### config.mk
export PLATFORM = sky130hd
export DESIGN_NAME = seq_host
export DESIGN_NICKNAME = d
export VERILOG_FILES = /design/src/rtl/seq_host.sv
export SDC_FILE = /design/constraint.sdc
export NUM_CORES = 1
export LEC_CHECK = 0
export ABC_AREA = 1
export BUFFER_PORTS_ARGS = -buffer_cell sky130_fd_sc_hd__buf_2
export CORE_AREA = 2 2 154 156
export DETAILED_ROUTE_END_ITERATION = 6
export DIE_AREA = 0 0 156 158
export PLACE_DENSITY_LB_ADDON = 0.15
export SLEW_MARGIN = 20
export SYNTH_ARGS = -nofsm -noshare
export SYNTH_HDL_FRONTEND = slang
export SYNTH_SLANG_ARGS = --single-unit
### constraint.sdc
create_clock -name clk -period 6.1 [get_ports clk]
set_input_delay 1.22 -clock clk [delete_from_list [all_inputs] [get_ports clk]]
set_output_delay 1.22 -clock clk [all_outputs]
set_load 0.02 [all_outputs]
### src/rtl/seq_host.sv
// Host sequencer: streams activations and weights into SRAM, kicks the compute core, then streams results out.
// Optional watchdog on the compute wait is enabled by defining SEQ_HOST_TIMEOUT_EN.
`timescale 1ns/1ps

module seq_host #(
    parameter int ACT_WORDS      = 36,
    parameter int W_WORDS        = 72,
    parameter int OUT_WORDS      = 16,
    parameter int TIMEOUT_CYCLES = 4095
) (
    input  logic         clk,
    input  logic         reset,
    input  logic         start,
    output logic         busy,
    output logic         done,
    output logic         err,
    input  logic         in_valid,
    output logic         in_ready,
    input  logic [31:0]  in_data,
    output logic [31:0]  act_d,
    output logic [6:0]   act_addr,
    output logic         act_cen,
    output logic         act_wen,
    output logic [31:0]  w_d,
    output logic [6:0]   w_addr,
    output logic         w_cen,
    output logic         w_wen,
    input  logic [127:0] op_q,
    output logic [8:0]   op_addr,
    output logic         op_cen,
    output logic         op_wen,
    output logic         host_own,
    output logic         seq_begin,
    input  logic         seq_done,
    output logic         out_valid,
    input  logic         out_ready,
    output logic [127:0] out_data
);

    typedef enum logic [2:0] {
        IDLE,
        LOAD_ACT,
        LOAD_W,
        KICK,
        WAIT_DONE,
        READ_REQ,
        READ_HOLD,
        FINISH
    } state_t;

    localparam logic [8:0] ACT_LAST = 9'(ACT_WORDS - 1);
    localparam logic [8:0] W_LAST   = 9'(W_WORDS - 1);
    localparam logic [8:0] OUT_LAST = 9'(OUT_WORDS - 1);

    state_t         state;
    state_t         state_next;
    logic [8:0]     cnt;
    logic           act_fire;
    logic           w_fire;
    logic           hold_first;
    logic [127:0]   data_q;
    logic           timeout;

    // SRAM write ports follow the load handshake combinationally.
    assign in_ready = (state == LOAD_ACT) || (state == LOAD_W);
    assign act_fire = (state == LOAD_ACT) && in_valid;
    assign w_fire   = (state == LOAD_W) && in_valid;

    assign act_d    = in_data;
    assign act_addr = cnt[6:0];
    assign act_cen  = !act_fire;
    assign act_wen  = !act_fire;

    assign w_d      = in_data;
    assign w_addr   = cnt[6:0];
    assign w_cen    = !w_fire;
    assign w_wen    = !w_fire;

    assign op_addr  = cnt;
    assign op_cen   = (state != READ_REQ);
    assign op_wen   = 1'b1;

    // op_q is only valid in the first READ_HOLD cycle; afterwards the captured copy keeps out_data stable.
    assign out_data = hold_first ? op_q : data_q;

`ifdef SEQ_HOST_TIMEOUT_EN
    logic [11:0] wdog;

    assign timeout = (state == WAIT_DONE) && !seq_done && (wdog == 12'(TIMEOUT_CYCLES - 1));

    always_ff @(posedge clk or posedge reset) begin
        if (reset) begin
            wdog <= '0;
            err  <= 1'b0;
        end else begin
            wdog <= (state == WAIT_DONE) ? wdog + 12'd1 : '0;
            if (timeout) begin
                err <= 1'b1;
            end
        end
    end
`else
    assign timeout = 1'b0;
    assign err     = 1'b0;
`endif

    // NOTE: state_next gets a default before the case so no path leaves it unassigned (no latch).
    always_comb begin
        state_next = state;
        case (state)
            IDLE:      if (start) state_next = LOAD_ACT;
            LOAD_ACT:  if (act_fire && cnt == ACT_LAST) state_next = LOAD_W;
            LOAD_W:    if (w_fire && cnt == W_LAST) state_next = KICK;
            KICK:      state_next = WAIT_DONE;
            WAIT_DONE: begin
                if (seq_done) begin
                    state_next = READ_REQ;
                end else if (timeout) begin
                    state_next = IDLE;
                end
            end
            READ_REQ:  state_next = READ_HOLD;
            READ_HOLD: begin
                if (out_ready) begin
                    state_next = (cnt == OUT_LAST) ? FINISH : READ_REQ;
                end
            end
            FINISH:    state_next = IDLE;
            default:   state_next = IDLE;
        endcase
    end

    // NOTE: all state and registered outputs use non-blocking assignments so every flop samples pre-edge values.
    always_ff @(posedge clk or posedge reset) begin
        if (reset) begin
            state      <= IDLE;
            cnt        <= '0;
            busy       <= 1'b0;
            done       <= 1'b0;
            seq_begin  <= 1'b0;
            host_own   <= 1'b0;
            out_valid  <= 1'b0;
            hold_first <= 1'b0;
            data_q     <= '0;
        end else begin
            state      <= state_next;
            busy       <= (state_next != IDLE);
            done       <= (state_next == FINISH);
            seq_begin  <= (state_next == KICK);
            host_own   <= state_next inside {LOAD_ACT, LOAD_W, READ_REQ, READ_HOLD, FINISH};
            out_valid  <= (state_next == READ_HOLD);
            hold_first <= (state == READ_REQ);
            if (hold_first) begin
                data_q <= op_q;
            end
            case (state)
                IDLE:      if (start) cnt <= '0;
                LOAD_ACT:  if (act_fire) cnt <= (cnt == ACT_LAST) ? '0 : cnt + 9'd1;
                LOAD_W:    if (w_fire) cnt <= (cnt == W_LAST) ? '0 : cnt + 9'd1;
                WAIT_DONE: if (seq_done) cnt <= '0;
                READ_HOLD: if (out_ready && cnt != OUT_LAST) cnt <= cnt + 9'd1;
                default:   ;
            endcase
        end
    end

endmodule

==> results.txt, run 1 <==
The flow ran to the end, and the final reports show no timing, DRC or antenna violations. The post-synthesis area per instance is 12.08 um2. In this run the worst setup path terminates at out_data[121]. Setup repair after global routing left no endpoint under its margin. The cell sitting at the root of the clock tree is a clkbuf_16. The synthesized net count is 711. In this run the number of H-tree levels came out at 4. The hold violation total from the final report came out at 0.

The number of unique standard cell types used by synthesis came out at 27. The number of gates resized after CTS was 0. The average wire length per cell after detail routing came out at 16.04 um. By count the netlist is led by dfrtp_1, mux2_2, buf_4, nand2_1, inv_1.

The initial antenna violation count came to 0. The first-pass GRT wire length is 25350 um. Detailed placement ended at an HPWL of 12590 um.

The smallest clock period supported by the final layout is computed as 3.650 ns. The number of cells produced by synthesis came out at 544. STA classifies the critical path startpoint as a flop. The actual slew at the worst max-slew pin came out at 0.8093 ns. The number of max-cap violations came out at 0. The post-route core utilization is 0.3610.

The portion of total power attributed to combinational logic is 0.424. The top fanout value on the critical path came out at 70. The met3 demand-to-capacity share in global routing is 0.04736. The register-to-register setup slack came out at 4.13 ns.

The setup-violating endpoint count in the final report came out at 0. Yosys attributes the largest share of cell area to dfrtp_1, mux2_2, buf_4. The via count of the first global-routing pass was 4612.

The maximum number of pins on one net before global-route repair is 71. The worst register-to-register path begins at hold_first$_DFF_PP0_. The number of remaining DRC errors is 0. The worst path arrival time came out at 2.43 ns. The worst setup slack before clock tree synthesis is 2.858 ns. Cell internal power was estimated by the tool at 2437 uW. The largest vdd supply drop is 187.0 uV. The setup total negative slack came out at 0 ns. The data required time of the critical path is 4.88 ns. The switching share of power came out at 0.4068.

In the routed layout, each cell is associated on average with a via count of 4.380. The number of antenna repair diodes came out at 0. The maximum root-to-sink buffer count is 2. The first-iteration detailed-routing DRC count is 167. The largest clock skew in the final design is 0.01065 ns. The launching element of the worst setup path is hold_first$_DFF_PP0_. The clock share of power came out at 0.244. The critical path goes through buf_12, mux2_2, buf_2.

The net switching power is 1671 uW. The cell family with the largest share of critical-path delay is flip-flops. The kind of critical path is reg2out. The met2 layer usage reported by global route came out at 0.2335.

The number of cells on the critical path came out at 3. The cell area after synthesis is 0.006570 mm2. In this run the tightest slew margin relative to its limit is 0.4605. The layer flagged by global routing as most heavily used is met2. TritonCTS built the clock tree. In this run the post-CTS setup repair buffer count came out at 0.

Routability-driven placement finished with a final weighted congestion of 0.8069. The net total in the final layout came out at 930. On the critical path, the stage with the largest delay is an instance of dfrtp_4. The setup slack of the critical path after layout came out at 2.450 ns. The width of the die came out at 156 um.

The residual overflow from global routing came out at 0. In this run the critical register-to-register path is captured at data_q[44]$_DFF_PP0_. The final-report max-slew violation count came out at 0. From bottom edge to top edge, the die measures 158 um. The starting utilization of the core area came out at 0.2850. The number of enable-type register cells in the synthesized netlist is 0. The most used flip-flop cell after synthesis is dfrtp_1.

The core region is 0.02305 mm2. The fraction of layout instances using a drive strength above 1 came out at 0.6108. The fraction of power consumed by sequential logic came out at 0.332. The number of detailed-route iterations in the first pass came out at 4. The design draws 4108 uW. The count of buffers added on input and output ports is 295. The later pin in the worst-skew pair is clocked with a latency of 0.42 ns. The overall track demand over capacity in global routing is 0.1336. Counting flops and latches in the post-synthesis netlist gives 146. The total die area came out at 0.02465 mm2.

The largest single stage delay on the critical path is 0.91 ns. The worst min-delay path class is reg2reg. For this run, global-route usage on met1 was measured as 0.1506. The leading area contributor after synthesis is dfrtp_1.

The total buffers and inverters traversed by the critical path came out at 2. The count of standard-cell rows is 56. The number of CTS-inserted buffers came out at 17. The static leakage power came out at 0.004788 uW. The synthesis warning total is 0. The fraction of synthesis flops using an asynchronous set or reset pin came out at 1.000. In this run the power density over the cells is 493.7 mW/mm2. The I/O pin total is 394. The layout-stage area growth over the synthesis result came out at 26.66%.

The total length of routed wires came out at 17100 um. The vias after detailed routing came out at 4669. The clock net in this run drives a total of 146 sinks. The remaining antenna violation count is 0. The cts-stage hold buffer count is 0. The most common cell in the synthesized netlist is dfrtp_1. Of the synthesized area, sequential elements account for 0.5561. The path depth of the worst reg2reg path came out at 2.

The highest clock frequency the design can meet is 0.2740 GHz. The fraction of post-synthesis cell area in the top cell type by area came out at 0.5561. The clock transition at the registers of the reported paths is 0.06 ns. STA classifies the critical path endpoint as an output pin. The worst hold margin is 0.4918 ns. The final period utilization is 0.5984.
==> per-layer routing <==
metal / vias up / share of wire
li1: 2156 / -
met1: 2254 / 0.38
met2: 223 / 0.51
met3: 36 / 0.094
met4: 0 / 0.017
met5: - / 0
==> state kept, by name, indices dropped and copies added (netlist names) <==
| name | cells |
|---|---|
| out_valid | 1 |
| host_own | 1 |
| hold_first | 1 |
| done | 1 |
| busy | 1 |
| state | 3 |
| op_addr | 9 |
| data_q | 128 |
| seq_begin | 1 |
==> power groups by stage <==
stage | combinational [uW] | sequential, uW | clock (uW)
2_1_floorplan | 1330 | 1330 | 0
3_3_place_gp | 1760 | 1380 | 0
3_5_place_dp | 1760 | 1390 | 0
4_1_cts | 1770 | 1370 | 1050
5_1_grt | 1880 | 1400 | 1090
6_report | 1740 | 1360 | 1000
==> cell usage in the layout, fill, tap and decap left out, types with 6 or more instances in the layout <==
cell and count:
buf_2 295, clkbuf_16 17, dfrtp_1 145, inv_1 24, mux2_2 128, nand2_1 66, nand3_1 19, nand4_1 6
nor2_1 21
==> kinds of logic (layout without fill, tap and decap cells) <==
group | count (synthesis) | count (layout) | share of synthesized area
compound gates | 13 | 13 | 0.01219
xor+xnor | 2 | 2 | 0.002667
fa+ha+maj | 1 | 1 | 0.001904
buf+inv | 129 | 361 | 0.1238
flops | 146 | 146 | 0.5561
mux | 128 | 128 | 0.2194
other cells | 2 | 2 | 0.001143
simple gates | 123 | 123 | 0.08284
==> worst register-to-register path, stage by stage, from the launching register on <==
cell and delay [ns]:
dfrtp_4 0.91, buf_12 0.48, mux2_2 0.46
==> per-stage QoR <==
stage	instances	cell area (um2)
floorplan	544	6570
global placement	1034	7759
detailed placement	1034	7759
CTS	1066	8322
global route	1066	8322
finish	1066	8322
==> final cells by class <==
cell class	instances	area [um2]
Multi-Input combinational cell	269	2103
Sequential cell	146	3657
Clock inverter	14	133.9
Clock buffer	18	429.2
Timing Repair Buffer	298	1511
Inverter	31	123.9
Tap cell	290	362.8
Fill cell	2320	14730
==> worst min path at each step <==
stage	startpoint	end	cells after the start
after global placement	data_q[1]$_DFF_PP0_	data_q[1]$_DFF_PP0_	1
after detailed placement	data_q[13]$_DFF_PP0_	data_q[13]$_DFF_PP0_	1
after global routing	data_q[5]$_DFF_PP0_	data_q[5]$_DFF_PP0_	1
after CTS	data_q[13]$_DFF_PP0_	data_q[13]$_DFF_PP0_	1
final	data_q[13]$_DFF_PP0_	data_q[13]$_DFF_PP0_	1
after floorplan	data_q[0]$_DFF_PP0_	data_q[0]$_DFF_PP0_	1
(Power assumes the default switching activity.)
==> run 2: changes to the inputs <==
clock period = 3.1 ns   (was 6.1 ns; I/O delays follow)
==> run 2 against run 1 <==
First-iteration DRC count fell by 28%. Global-route usage grew 0.64 points. Clock skew fell by 0.0030 ns. Non-clock buffer count is 1 higher. Cell area grew 0.66%. Routed wire length increased by 2.5%. Largest cell class unchanged.
==> results.txt, run 2 (synthesis gave the netlist of run 1 again) <==
The data required time of the critical path is 2.48 ns (-2.40 ns). The placeable core region is 0.02305 mm2 (unchanged). The quantity of I/O buffers inserted on ports came out at 295 (unchanged). The clock latency of the later-clocked register in the worst-skew pair is 0.42 ns (about the same). The width of the die is 156 um (unchanged). The areal power density over the cells came out at 974.4 mW/mm2 (+97%).

The max-slew headroom at the worst pin came to 0.6483 (+0.1878). The remaining antenna violation count came out at 0 (unchanged). The run finished with clean final reports. The most critical setup path has its endpoint at out_data[87]. The shortest period the worst path allows came out at 2.484 ns. data_q holds more flip-flops than any other register. The first-pass GRT wire length came out at 26110 um (+3.0%). The number of cells on the critical path is 3 (unchanged).

The overall track demand over capacity in global routing is 0.1400 (+0.006446). The number of max-cap violations is 0 (unchanged). The maximum number of pins on one net before global-route repair is 75 (+5.6%).

The cts-stage hold buffer count came out at 0 (unchanged). The number of remaining DRC errors is 0 (unchanged). The actual slew at the worst max-slew pin came to 0.5265 ns (-0.2828 ns). The hold violation total from the final report is 0 (unchanged). The number of CTS-inserted buffers was 17 (unchanged). The total length of routed wires came out at 17520 um (+2.5%).

The largest vdd supply drop is 469.1 uV (+150%). The endpoint identified for the worst register-to-register timing path is op_addr[7]$_DFFE_PP0P_. The average wire length per cell after detail routing came out at 16.42 um (+2.4%).

STA classifies the critical path endpoint as an output pin. The via count of the first global-routing pass came out at 4705 (+2.0%). The startpoint identified for the worst register-to-register timing path is op_addr[0]$_DFFE_PP0P_. The path depth of the worst reg2reg path came to 10 (+8).

Setup repair after global routing left no endpoint under its margin. The H-tree level count was 4 (unchanged). The vias after detailed routing came out at 4634 (-0.75%). The number of fill cells in the layout is 2313 (-0.30%). The worst path arrival time came out at 1.86 ns (-0.57 ns). The per-cell via count in the routed design is 4.343 (-0.84%). The static leakage power came out at 0.004798 uW (+0.21%). The largest clock skew in the final design is 0.007621 ns (-0.003025 ns). The largest stage delay on the critical path came to 0.44 ns (-0.47 ns). The setup path with the least slack is of type reg2out. The starting utilization of the core area is 0.2850 (unchanged).

Traced cell by cell, the critical path runs through buf_12, mux2_2, buf_2. The cell family contributing the most delay on the critical path is buffers and inverters. The final weighted congestion of routability-driven global placement came to 0.7987 (-1.0%).

The half-perimeter wire length of the detailed placement result was 13270 um (+5.4%). The vertical die dimension is 158 um (unchanged). The clock transition at the registers of the reported paths is 0.06 ns (about the same).

The library cell used most frequently in the layout, excluding fill and tap cells, is buf_2. The overall power after layout came out at 8162 uW (+99%). The top fanout value on the critical path was 74 (+5.7%). The residual overflow from global routing came out at 0 (unchanged). The count of clock tree sinks was 146 (unchanged).

The maximum root-to-sink buffer count came out at 2 (unchanged). The final-report max-slew violation count was 0 (unchanged). The fraction of layout instances using a drive strength above 1 is 0.6113 (about the same). The count of standard-cell rows is 56 (unchanged). The library cells used most frequently in the layout, excluding fill and tap cells, are buf_2, dfrtp_1, mux2_2, nand2_1, inv_1. TritonCTS built the clock tree. The launching element of the worst setup path is hold_first$_DFF_PP0_. The number of gates resized after CTS is 0 (unchanged). The net total in the final layout came out at 931 (+0.11%). The number of antenna repair diodes is 0 (unchanged). The total die area came out at 0.02465 mm2 (unchanged).

Of the available clock period, the critical path in the final layout requires 0.8014. The tightest min-delay check is of the in2async type. The layout-stage area growth over the synthesis result is 27.50%. The tree is rooted in a clkbuf_16. The register-to-register setup slack came out at 1.26 ns (-2.87 ns). The setup total negative slack is 0 ns (unchanged).

The first-iteration detailed-routing DRC count is 121 (-28%). The post-CTS setup repair buffer count came to 0 (unchanged). STA classifies the critical path startpoint as a flop. For this design, the slowest cell found on the critical path is dfrtp_4. The setup-violating endpoint count in the final report is 0 (unchanged). The I/O pin total came to 394 (unchanged).

The initial antenna violation count came out at 3 (+3). The flip-flop count of the largest register, all copies and words added came out at 128 (unchanged). Static timing analysis puts the maximum clock frequency at 0.4025 GHz. The number of detailed-route iterations in the first pass is 4 (unchanged). The total buffers and inverters traversed by the critical path is 2 (unchanged).
[run 2: changes by cell type in the layout (fill, tap and decap cells not counted), sizes merged]
| cell | delta |
|---|---|
| inv | -3 |
| bufinv | +1 |
| clkinv | -1 |
| clkinvlp | +3 |
| buf | +1 |
[run 2: metal layers]
layer	up-vias	wire length [um]	track usage
li1	2152	-	-
met1	2218	6950	0.1596
met2	220	8593	0.2349
met3	42	1491	0.04626
met4	2	470	0.07296
met5	-	12	0
[run 2: layout make-up]
cell class / count / area (um2) / area share
well taps: 290 / 362.8 / 0.04332
clock buffers: 18 / 429.2 / 0.05123
flip-flops and latches: 146 / 3657 / 0.4366
repair buffers: 299 / 1556 / 0.1858
multi-input cells: 269 / 2103 / 0.2511
inverters: 31 / 122.6 / 0.01464
clock inverters: 14 / 145.1 / 0.01733
[run 2: report_power, final]
part | leakage [uW] | internal (uW) | switching, uW
clock network | 0.000272 | 1130 | 882
logic | 0.00253 | 1350 | 2200
registers | 0.00199 | 2400 | 199
total | 0.00480 | 4880 | 3280
[run 2: stage by stage]
stage / util / std cells / hold WS [ns] / setup WS, ns / cell area [um2]
floorplan: - / 544 / 0.5601 / 0.6470 / 6574
global placement: 0.3385 / 1035 / 0.4746 / 1.093 / 7802
detailed placement: 0.3385 / 1035 / 0.4834 / 1.064 / 7802
CTS: 0.3634 / 1067 / 0.2394 / 0.6007 / 8377
global route: 0.3634 / 1067 / 0.2628 / 0.5527 / 8377
finish: 0.3634 / 1067 / 0.2458 / 0.6157 / 8377
[run 2: how the worst min path moves through the flow]
| stage | end | slack (ns) | depth (start not counted) |
|---|---|---|---|
| 5_1_grt | data_q[92]$_DFF_PP0_ | 0.26 | 2 |
| 2_1_floorplan | data_q[0]$_DFF_PP0_ | 0.56 | 1 |
| 6_report | hold_first$_DFF_PP0_ | 0.25 | 2 |
| 4_1_cts | hold_first$_DFF_PP0_ | 0.24 | 2 |
| 3_3_place_gp | data_q[52]$_DFF_PP0_ | 0.47 | 1 |
| 3_5_place_dp | data_q[103]$_DFF_PP0_ | 0.48 | 1 |
==> run 3: changes to the inputs <==
ABC_AREA = 0   (was 1)
CORE_AREA = 2 2 153 155   (was 2 2 154 156)
DIE_AREA = 0 0 155 157   (was 0 0 156 158)
clock period = 2.35 ns   (was 3.1 ns; I/O delays follow)
==> run 3 against run 2 <==
Utilization is 0.64 points higher. Clock power is 36% higher. Final cell count shrank 6.9%. First-iteration DRC count up 44%. Worst hold slack worse by 0.069 ns.
==> results.txt, run 3 <==
The sum of routed wire segments on met1 came out at 6085 um (-12%). The met2 wire length is 8181 um (-4.8%). The number of detailed-route iterations in the first pass is 4 (unchanged). The placeable core region was 0.02250 mm2 (-2.4%). The cell at the root of the clock tree is clkbuf_16. The number of enable-type register cells in the synthesized netlist is 0 (unchanged). The clock transition at the registers of the reported paths is 0.07 ns (about the same). The library cell with the highest instance count after synthesis is dfrtp_1. The maximum root-to-sink buffer count came out at 2 (unchanged). The fraction of post-synthesis cell area in the top cell type by area is 0.5766 (+0.02053). The initial antenna violation count is 0 (-3). The clock latency of the later-clocked register in the worst-skew pair is 0.41 ns (about the same).

The remaining antenna violation count came out at 0 (unchanged). The first-pass GRT wire length came out at 24600 um (-5.8%). The number of max-cap violations came out at 0 (unchanged). The cell area after synthesis came to 0.006336 mm2 (-3.6%). By area the synthesized netlist is led by dfrtp_1, mux2_2, buf_4. Setup repair after global routing left no endpoint under its margin. The number of cells produced by synthesis is 461 (-15%). The H-tree level count is 4 (unchanged).

The path class of the tightest hold or removal check is in2async. The total die area is 0.02434 mm2 (-1.3%). The shortest period the worst path allows came out at 2.261 ns.

The most used flip-flop cell after synthesis is dfrtp_1. In the finished design, the share of the clock period the worst path needs comes to 0.9621. The cts-stage hold buffer count came out at 0 (unchanged). The maximum number of pins on one net before global-route repair came out at 82 (+9.3%). The post-synthesis area per instance is 13.74 um2 (+14%). The flip-flop count of the largest register, all copies and words added is 128 (unchanged). The fraction of layout instances using a drive strength above 1 is 0.6822 (+0.07088). The vertical die dimension came to 157 um (-0.63%). The number of remaining DRC errors came to 0 (unchanged).

The via count of the first global-routing pass is 4566 (-3.0%). The count of standard-cell rows came out at 55 (-1.8%). The number of antenna repair diodes came to 0 (unchanged). The layout-stage area growth over the synthesis result is 31.32%. The sequential element share of the synthesized area came out at 0.5766 (+0.02053). The largest vdd supply drop is 602.2 uV (+28%). The largest clock skew in the final design came out at 0.007160 ns (-0.0004611 ns). TritonCTS built the clock tree.

The worst path arrival time came out at 2.56 ns (+0.70 ns). The count of clock tree sinks was 146 (unchanged). The final-report max-slew violation count is 0 (unchanged). The areal power density over the cells is 1648 mW/mm2 (+69%).

The run finished with clean final reports. The fraction of synthesis flops using an asynchronous set or reset pin came out at 1.000 (unchanged). By count the netlist is led by dfrtp_1, mux2_2, buf_4, clkbuf_1. The final weighted congestion of routability-driven global placement is 0.7735 (-3.2%). In this run the top signal layer used is met4. The overall track demand over capacity in global routing is 0.1311 (-0.008937). The half-perimeter wire length of the detailed placement result was 12330 um (-7.1%). The starting utilization of the core area came out at 0.2816 (-0.003441). The net total in the final layout is 862 (-7.4%). The critical path starts at op_addr[8]$_DFFE_PP0P_. The hold violation total from the final report is 0 (unchanged). Leaving out fill and tap cells, the most frequent cell in the layout is buf_2. The per-cell via count in the routed design came to 4.401 (+1.3%). The width of the die is 155 um (-0.64%). The data required time of the critical path came to 2.65 ns (+0.17 ns). The static leakage power was 0.004200 uW (-12%). The flop and latch count out of synthesis came out at 146 (unchanged).

The setup-violating endpoint count in the final report was 0 (unchanged). The number of CTS-inserted buffers came out at 17 (unchanged). The synthesis warning total came out at 0 (unchanged). The kind of end point of the critical path is a flop. The worst hold margin is 0.1768 ns (-0.06894 ns). The first-iteration detailed-routing DRC count is 174 (+44%). The synthesized net count is 628 (-12%). The I/O pin total is 394 (unchanged).

The quantity of I/O buffers inserted on ports came out at 295 (unchanged). The total length of routed wires is 16180 um (-7.7%). The startpoint type of the worst setup path is a flop. The startpoint identified for the worst register-to-register timing path is op_addr[8]$_DFFE_PP0P_. The average wire length per cell after detail routing came out at 16.29 um (-0.77%).

The highest clock frequency the design can meet came out at 0.4423 GHz. The biggest area contributor in the post-synthesis netlist is dfrtp_1. The top fanout value on the critical path was 9 (-88%). The met3 wire length is 1397 um (-6.3%). Leaving out fill and tap cells, the most frequent cells in the layout are buf_2, dfrtp_1, mux2_2, clkbuf_16, buf_4.

The residual overflow from global routing came out at 0 (unchanged). The most flop-heavy register is data_q. By startpoint and endpoint, the worst setup path is classified as reg2reg.

The vias after detailed routing is 4370 (-5.7%). The number of unique standard cell types used by synthesis came out at 39 (+44%). The setup total negative slack is 0 ns (unchanged).
run 3: changes by cell type after synthesis, moves of 7 or more:
| cell | before | now |
|---|---|---|
| nand2_1 | 66 | 6 |
| inv_1 | 25 | 6 |
| buf_2 | 15 | 0 |
| nand3_1 | 19 | 4 |
| clkbuf_1 | 1 | 14 |
| nor2_1 | 21 | 10 |
| a22o_1 | 0 | 7 |
run 3: cell type report:
class	count	area [um2]
Fill cell	2205	14180
Sequential cell	146	3657
Multi-Input combinational cell	210	1979
Timing Repair Buffer	314	1707
Clock buffer	17	425.4
Tap cell	285	356.6
Clock inverter	15	168.9
Inverter	6	26.28
run 3: cells by family after synthesis:
group	after synthesis	share of synthesized area
and+or+nand+nor	45	0.04088
DFF	146	0.5766
buffers and inverters	105	0.1120
adders and majority gates	1	0.001974
muxes	129	0.2293
other	2	0.001185
AOI/OAI and AO/OA	32	0.03673
xor gates and xnor gates	1	0.001383
run 3: path summary, 6_finish.rpt:
| check | slack, ns | to | cells after the start |
|---|---|---|---|
| min in group clk | 0.30 | data_q[48]$_DFF_PP0_ | 2 |
| hold / removal | 0.18 | data_q[122]$_DFF_PP0_ | 3 |
| max in group asynchronous | 1.78 | data_q[8]$_DFF_PP0_ | 3 |
| setup / recovery | 0.09 | op_addr[3]$_DFFE_PP0P_ | 5 |
| hold reg to reg | 0.49 | data_q[2]$_DFF_PP0_ | 1 |
| setup reg to reg | 0.09 | op_addr[3]$_DFFE_PP0P_ | 5 |
run 3: through the flow:
stage            util  instances  total power, uW  setup slack (ns)  area [um2]
5_1_grt        0.3698        993            14590           0.01401        8320
4_1_cts        0.3695        993            13990           0.08399        8314
2_1_floorplan       -        461             8932           0.04698        6340
3_5_place_dp   0.3415        958            11090           0.09824        7685
3_3_place_gp   0.3415        958            10960            0.1281        7685
6_report       0.3698        993            13720           0.08895        8320
run 3: power by group:
| part | switching, uW | internal (uW) | total [uW] |
|---|---|---|---|
| combinational | 4090 | 2830 | 6910 |
| sequential | 382 | 3690 | 4070 |
| clock | 1140 | 1590 | 2730 |
| total | 5610 | 8110 | 13700 |
run 3: what timing repair did:
action / in CTS / in global routing
endpoints found under the setup margin: 115 / 2
pin swaps: 0 / 1
resized for setup: 0 / 1
buffers inserted: 3 / 0
run 3: worst max-delay path, cell delays in order, from the launching register on:
cell     delay [ns]
dfrtp_1        0.43
or4_1          0.57
or3_4          0.40
a31oi_4        0.29
nor2b_2        0.16
a221o_1        0.31
run 3: metal layers:
layer | up-vias | global-route usage
met3 | 43 | 0.05286
met2 | 228 | 0.2281
met1 | 2123 | 0.1413
met5 | - | 0
li1 | 1976 | -
met4 | 0 | 0.05644
